--- src/rtl/stream_transpose.sv ---
// Streaming ROWS x COLS matrix transposer with ping-pong banks. Each bank holds
// one matrix plus its latched mode; the write side fills one while the read side drains the other.
module stream_transpose_lane #(
  parameter int DATA_W = 8,
  parameter int ROWS   = 4,
  parameter int COLS   = 4,
  parameter int CW     = 2,
  parameter int LANE   = 0
) (
  input  logic [ROWS-1:0][COLS-1:0][DATA_W-1:0] bank,
  input  logic [CW-1:0]                         beat,
  input  logic                                  mode,
  input  logic                                  en,
  output logic [DATA_W-1:0]                     elem
);
  // Transpose picks M[LANE][beat]; pass-through picks M[beat][LANE]. Lanes outside the shape stay zero.
  always_comb begin
    elem = '0;
    for (int r = 0; r < ROWS; r++)
      for (int c = 0; c < COLS; c++)
        if (en && (mode ? (r == LANE && CW'(c) == beat) : (CW'(r) == beat && c == LANE)))
          elem = bank[r][c];
  end
endmodule

module stream_transpose #(
  parameter int DATA_W = 8,
  parameter int ROWS   = 4,
  parameter int COLS   = 4,
  localparam int MAXW  = (ROWS > COLS) ? ROWS : COLS
) (
  input  logic                     clk,
  input  logic                     rst,
  input  logic                     in_valid,
  output logic                     in_ready,
  input  logic [COLS*DATA_W-1:0]   in_row,
  input  logic                     in_mode,
  output logic                     out_valid,
  input  logic                     out_ready,
  output logic [MAXW*DATA_W-1:0]   out_row,
  output logic                     out_last
);
  localparam int CW = $clog2(MAXW);
  localparam int RW = $clog2(ROWS);
  localparam bit SQUARE = (ROWS == COLS);
  localparam logic [CW-1:0] LAST_T = CW'(COLS - 1);
  localparam logic [CW-1:0] LAST_P = CW'(ROWS - 1);
  localparam logic [RW-1:0] LAST_W = RW'(ROWS - 1);

  logic [1:0][ROWS-1:0][COLS-1:0][DATA_W-1:0] mem;
  logic [1:0]          full;
  logic [1:0]          mode_q;
  logic                wr_bank, rd_bank;
  logic [RW-1:0]       wr_cnt;
  logic [CW-1:0]       rd_cnt;
  logic                wr_fire, rd_fire, cur_mode;
  logic [MAXW-1:0][DATA_W-1:0] lanes;

  assign in_ready  = !full[wr_bank] && !rst;
  assign wr_fire   = in_valid && in_ready;
  assign out_valid = full[rd_bank];
  assign rd_fire   = out_valid && out_ready;
  assign cur_mode  = mode_q[rd_bank];
  assign out_last  = out_valid && (rd_cnt == (cur_mode ? LAST_T : LAST_P));
  assign out_row   = lanes;

  // Payload storage carries no reset; full flags gate everything read from it.
  always_ff @(posedge clk)
    if (wr_fire) mem[wr_bank][wr_cnt] <= in_row;

  always_ff @(posedge clk) begin
    if (rst) begin
      full    <= '0;
      mode_q  <= '0;
      wr_bank <= 1'b0;
      rd_bank <= 1'b0;
      wr_cnt  <= '0;
      rd_cnt  <= '0;
    end else begin
      if (wr_fire) begin
        if (wr_cnt == '0) mode_q[wr_bank] <= SQUARE ? in_mode : 1'b1;
        if (wr_cnt == LAST_W) begin
          full[wr_bank] <= 1'b1;
          wr_bank       <= ~wr_bank;
          wr_cnt        <= '0;
        end else begin
          wr_cnt <= wr_cnt + 1'b1;
        end
      end
      // A write only targets a non-full bank, so this clear never collides with the set above.
      if (rd_fire) begin
        if (out_last) begin
          full[rd_bank] <= 1'b0;
          rd_bank       <= ~rd_bank;
          rd_cnt        <= '0;
        end else begin
          rd_cnt <= rd_cnt + 1'b1;
        end
      end
    end
  end

  for (genvar k = 0; k < MAXW; k++) begin : g_lane
    stream_transpose_lane #(
      .DATA_W(DATA_W), .ROWS(ROWS), .COLS(COLS), .CW(CW), .LANE(k)
    ) u_lane (
      .bank (mem[rd_bank]),
      .beat (rd_cnt),
      .mode (cur_mode),
      .en   (out_valid),
      .elem (lanes[k])
    );
  end
endmodule

--- config.mk ---
export PLATFORM = sky130hd
export DESIGN_NAME = stream_transpose
export DESIGN_NICKNAME = d
export VERILOG_FILES = /design/src/rtl/stream_transpose.sv
export SDC_FILE = /design/constraint.sdc
export NUM_CORES = 1
export LEC_CHECK = 0
export BUFFER_PORTS_ARGS = -buffer_cell sky130_fd_sc_hd__buf_2
export CORE_MARGIN = 10
export CORE_UTILIZATION = 42
export DETAILED_ROUTE_END_ITERATION = 16
export GPL_ROUTABILITY_DRIVEN = 0
export PLACE_DENSITY = 0.68
export SYNTH_ARGS = -nofsm -noshare
export SYNTH_HDL_FRONTEND = slang
export SYNTH_SLANG_ARGS = --single-unit
--- constraint.sdc ---
create_clock -name clk -period 2.33 [get_ports clk]
set_input_delay 0.233 -clock clk [delete_from_list [all_inputs] [get_ports clk]]
set_output_delay 0.233 -clock clk [all_outputs]
set_load 0.1 [all_outputs]
==> key figures <==
Synth
  – Synth top cells by count: edfxtp_1 (256), mux2i_1 (79), nand2_1 (66), o21ai_0 (49), nor2_1 (37)
  – Yosys reg bits: 266
  – Synth area leaders: edfxtp_1 (64%), mux2i_1 (6.6%), mux2_2 (2.7%)
  – Yosys top cell by area: edfxtp_1
  – Fraction of registers with async set/reset: 0%
  – Post-Syn Nets: 915
  – Post-synth top area share: 64.38%
  – Post-synth EDFFs: 256
  – Mean Syn Cell Area: 13.73 um2
  – Count leader, synth: edfxtp_1
  – Distinct cells, synth: 56
  – Post-Syn Instances: 870
  – Ys Warns: 0
  – Top FF cell, synth: edfxtp_1
  – Mapped cell area: 0.01194 mm2
  – Share of the yosys chip area belonging to registers: 66.05%

Routing
  – Vias per Instance: 6.118
  – Antenna violation net count after detailed routing: 0
  – DR pass1 iterations: 8
  – Initial DRC Count: 1214
  – WL final: 40140 um
  – Drt drc: 0
  – DR vias: 9312
  – Post-DR wirelength/cell: 26.37 um

Worst setup path
  – CP Max Fanout: 22
  – Worst path depth: 9
  – Critical path required time: 2.10 ns
  – Largest stage delay, worst path: 0.43 ns
  – Crit path kind: register to output pin
  – Reg2reg start: full[1]$_SDFF_PP0_
  – Setup slack, reg-to-reg: 0.24 ns
  – Critical-path cell list: buf_12 -> buf_12 -> nand4b_1 -> buf_4 -> a21oi_1 -> a21oi_1 -> o2111ai_2 -> o221ai_2 -> buf_12
  – Crit start category: register
  – Critical path's top delay family: compound AO/OA/AOI/OAI gates
  – Cell repeated most along the worst path: buf_12
  – Reg2reg path depth: 7
  – CP max stage cell: a21oi_1
  – Crit. End Element: output pin
  – CP bufs+invs: 4
  – Critical path arrival: 2.80 ns
  – FF-to-FF End: mode_q[1]$_SDFFE_PP0P_

GRT
  – Initial antenna violation count: 0
  – Vias in the first global route: 9118
  – Pin count of the biggest net entering global routing: 34
  – Grt ovf: 0
  – Tot GR Track Use: 20.65%
  – First-pass GRT wire length: 56870 um

Floorplanning
  – Core Area: 0.02793 mm2
  – Initial Util: 42.75%
  – Die area: 0.03558 mm2
  – I/O pins: 72
  – Die Ht: 188.6 um
  – Std cell rows: 61
  – Die width: 188.6 um

Placement
  – Port Buffers: 71
  – DPL Wire Length: 25520 um
  – Inst Count DP: 1388

Power
  – Seq pwr share: 54.1%
  – Psw: 2040 uW
  – Internal: 7759 uW
  – Sw frac: 20.82%
  – Clock Power Share: 43.1%
  – Leak: 0.005638 uW
  – Power Density: 573.4 mW/mm2
  – Worst IR drop on VDD: 472.2 uV
  – Comb pwr share: 2.8%

Timing
  – Hold Violations, Final: 0
  – Least-Margin Pin Slew: 0.6252 ns
  – Hold WS: 0.04120 ns
  – RSZ-0062 raised after global routing: yes
  – Final setup viols: 32
  – Max-slew violation count: 0
  – Max Freq: 329.9 MHz
  – Layout Skew: 0.01001 ns
  – Final WS setup: -0.7009 ns
  – Fin crit share: 130.1%
  – Minimum clock period: 3.031 ns
  – Relative slew slack: 57.13%

Flow run
  – Max cap viols: 0

Clock tree
  – H-tree levels: 1
  – CTS tree: yes
  – Clock Latency Late Sink: 0.55 ns
  – # clock sinks: 266
  – CTS Buffer Depth: 3
  – Clk root buf: clkbuf_16
  – Clock buffer count from CTS: 27
  – Worst-path clk slew: 0.06 ns

Hold path
  – Worst Hold Depth: 1
  – Worst Min Path Start: in_row[13]
  – Worst Hold End: mem[109]$_DFFE_PP_
  – Tightest Hold Check Type: primary input to register

Final layout
  – Fin nets: 1168
  – ANT cells: 0
  – Non-Filler Instances: 1522
  – Fraction of layout cells with a size suffix above 1: 42.66%
  – Syn-to-layout area delta: 43.12%

Outcome
  – Failing checks: setup timing
  – Status: finished with violations
[cells in the final DEF, fill, tap and decap left out, types with 6 or more instances in the layout]
master         count
edfxtp_1         256
buf_4            114
mux2i_1           62
buf_12            54
nand2_1           47
buf_2             36
nor2_1            32
dlygate4sd3_1     31
mux2_2            29
clkbuf_16         29
buf_6             29
o21ai_0           26
a21oi_1           24
nand3_1           22
o22ai_1           20
nor2b_1           19
o21ai_2           17
mux2i_2           13
nor3_1            12
o211ai_1          11
a31oi_4           10
nand2_4           10
o2111ai_2         10
a21oi_4            9
o21ai_4            9
and3_1             8
a222oi_1           8
nand2_2            8
a221oi_2           7
and2_2             7
o21ai_1            7
clkinv_2           7
nand4_1            6
o221ai_2           6
a21oi_2            6
clkbuf_1           6
buf_8              6
dfxtp_1            6
[metal layers]
layer	global-route usage, %	vias to the layer above	wire length [um]	share of wire [%]
li1	-	3945	-	-
met1	25.92	4577	15450	38
met2	33.63	592	18610	46
met3	3.379	198	3339	8.3
met4	10.93	0	2745	6.8
met5	0	-	0	0
[power groups by stage]
stage	combinational, uW	clock (uW)	sequential [uW]
after floorplan	66.6	0	5400
after global placement	213	0	5400
after detailed placement	221	0	5400
after CTS	270	4260	5300
after global routing	296	4470	5300
final	278	4220	5300
[sequential cells by signal (all words and copies together), names as in the netlist]
signal and cells:
wr_bank 1, wr_cnt 2, full 2, rd_bank 1
mode_q 2, rd_cnt 2, mem 256
[logic make-up (layout without fill, tap and decap cells)]
| group | count (synthesis) | count (layout) | share of synthesized area [%] |
|---|---|---|---|
| compound gates | 218 | 218 | 12.32 |
| simple gates | 206 | 206 | 8.644 |
| buf+inv | 63 | 337 | 2.598 |
| flops | 266 | 266 | 66.05 |
| mux | 109 | 109 | 9.545 |
| fa+ha+maj | 8 | 8 | 0.8383 |
[layout make-up]
class | count | area (um2)
sequential | 266 | 7898
multi-input combinational | 541 | 4838
clock inverter | 17 | 153.9
fill | 2026 | 10840
clock buffer | 33 | 698.2
timing repair buffer | 275 | 2977
inverter | 12 | 52.55
tap | 378 | 473.0
[through the flow]
stage / setup WS, ns / TNS [ns] / utilization, % / instance area, um2 / total power (uW)
floorplan: -1.401 / -10.17 / - / 12370 / 5467
global placement: -0.1625 / -0.9478 / 51.85 / 14480 / 5609
detailed placement: -0.2156 / -1.644 / 51.85 / 14480 / 5620
CTS: -0.4818 / -13.09 / 59.60 / 16650 / 9830
global route: -0.7611 / -16.92 / 61.18 / 17090 / 10060
finish: -0.7009 / -15.19 / 61.18 / 17090 / 9799
[worst max-delay path by stage]
stage	start	endpoint	slack, ns
2_1_floorplan	rd_bank$_SDFFE_PP0P_	out_row[23]	-1.40
3_3_place_gp	rd_cnt[0]$_SDFFE_PP0P_	out_row[7]	-0.16
3_5_place_dp	rd_cnt[0]$_SDFFE_PP0P_	out_row[7]	-0.22
4_1_cts	rd_bank$_SDFFE_PP0P_	out_row[23]	-0.48
5_1_grt	rd_bank$_SDFFE_PP0P_	out_row[24]	-0.76
6_report	rd_bank$_SDFFE_PP0P_	out_row[24]	-0.70
[what timing repair did]
action | CTS | global route
buffers inserted | 35 | 14
hold buffers | 31 | 0
endpoints found under the hold margin | 241 | 0
endpoints found under the setup margin | 34 | 34
resized for setup | 160 | 69
pin swaps | 51 | 42
cloned | 2 | 2
No activity file was read; power rests on OpenSTA's default activity.
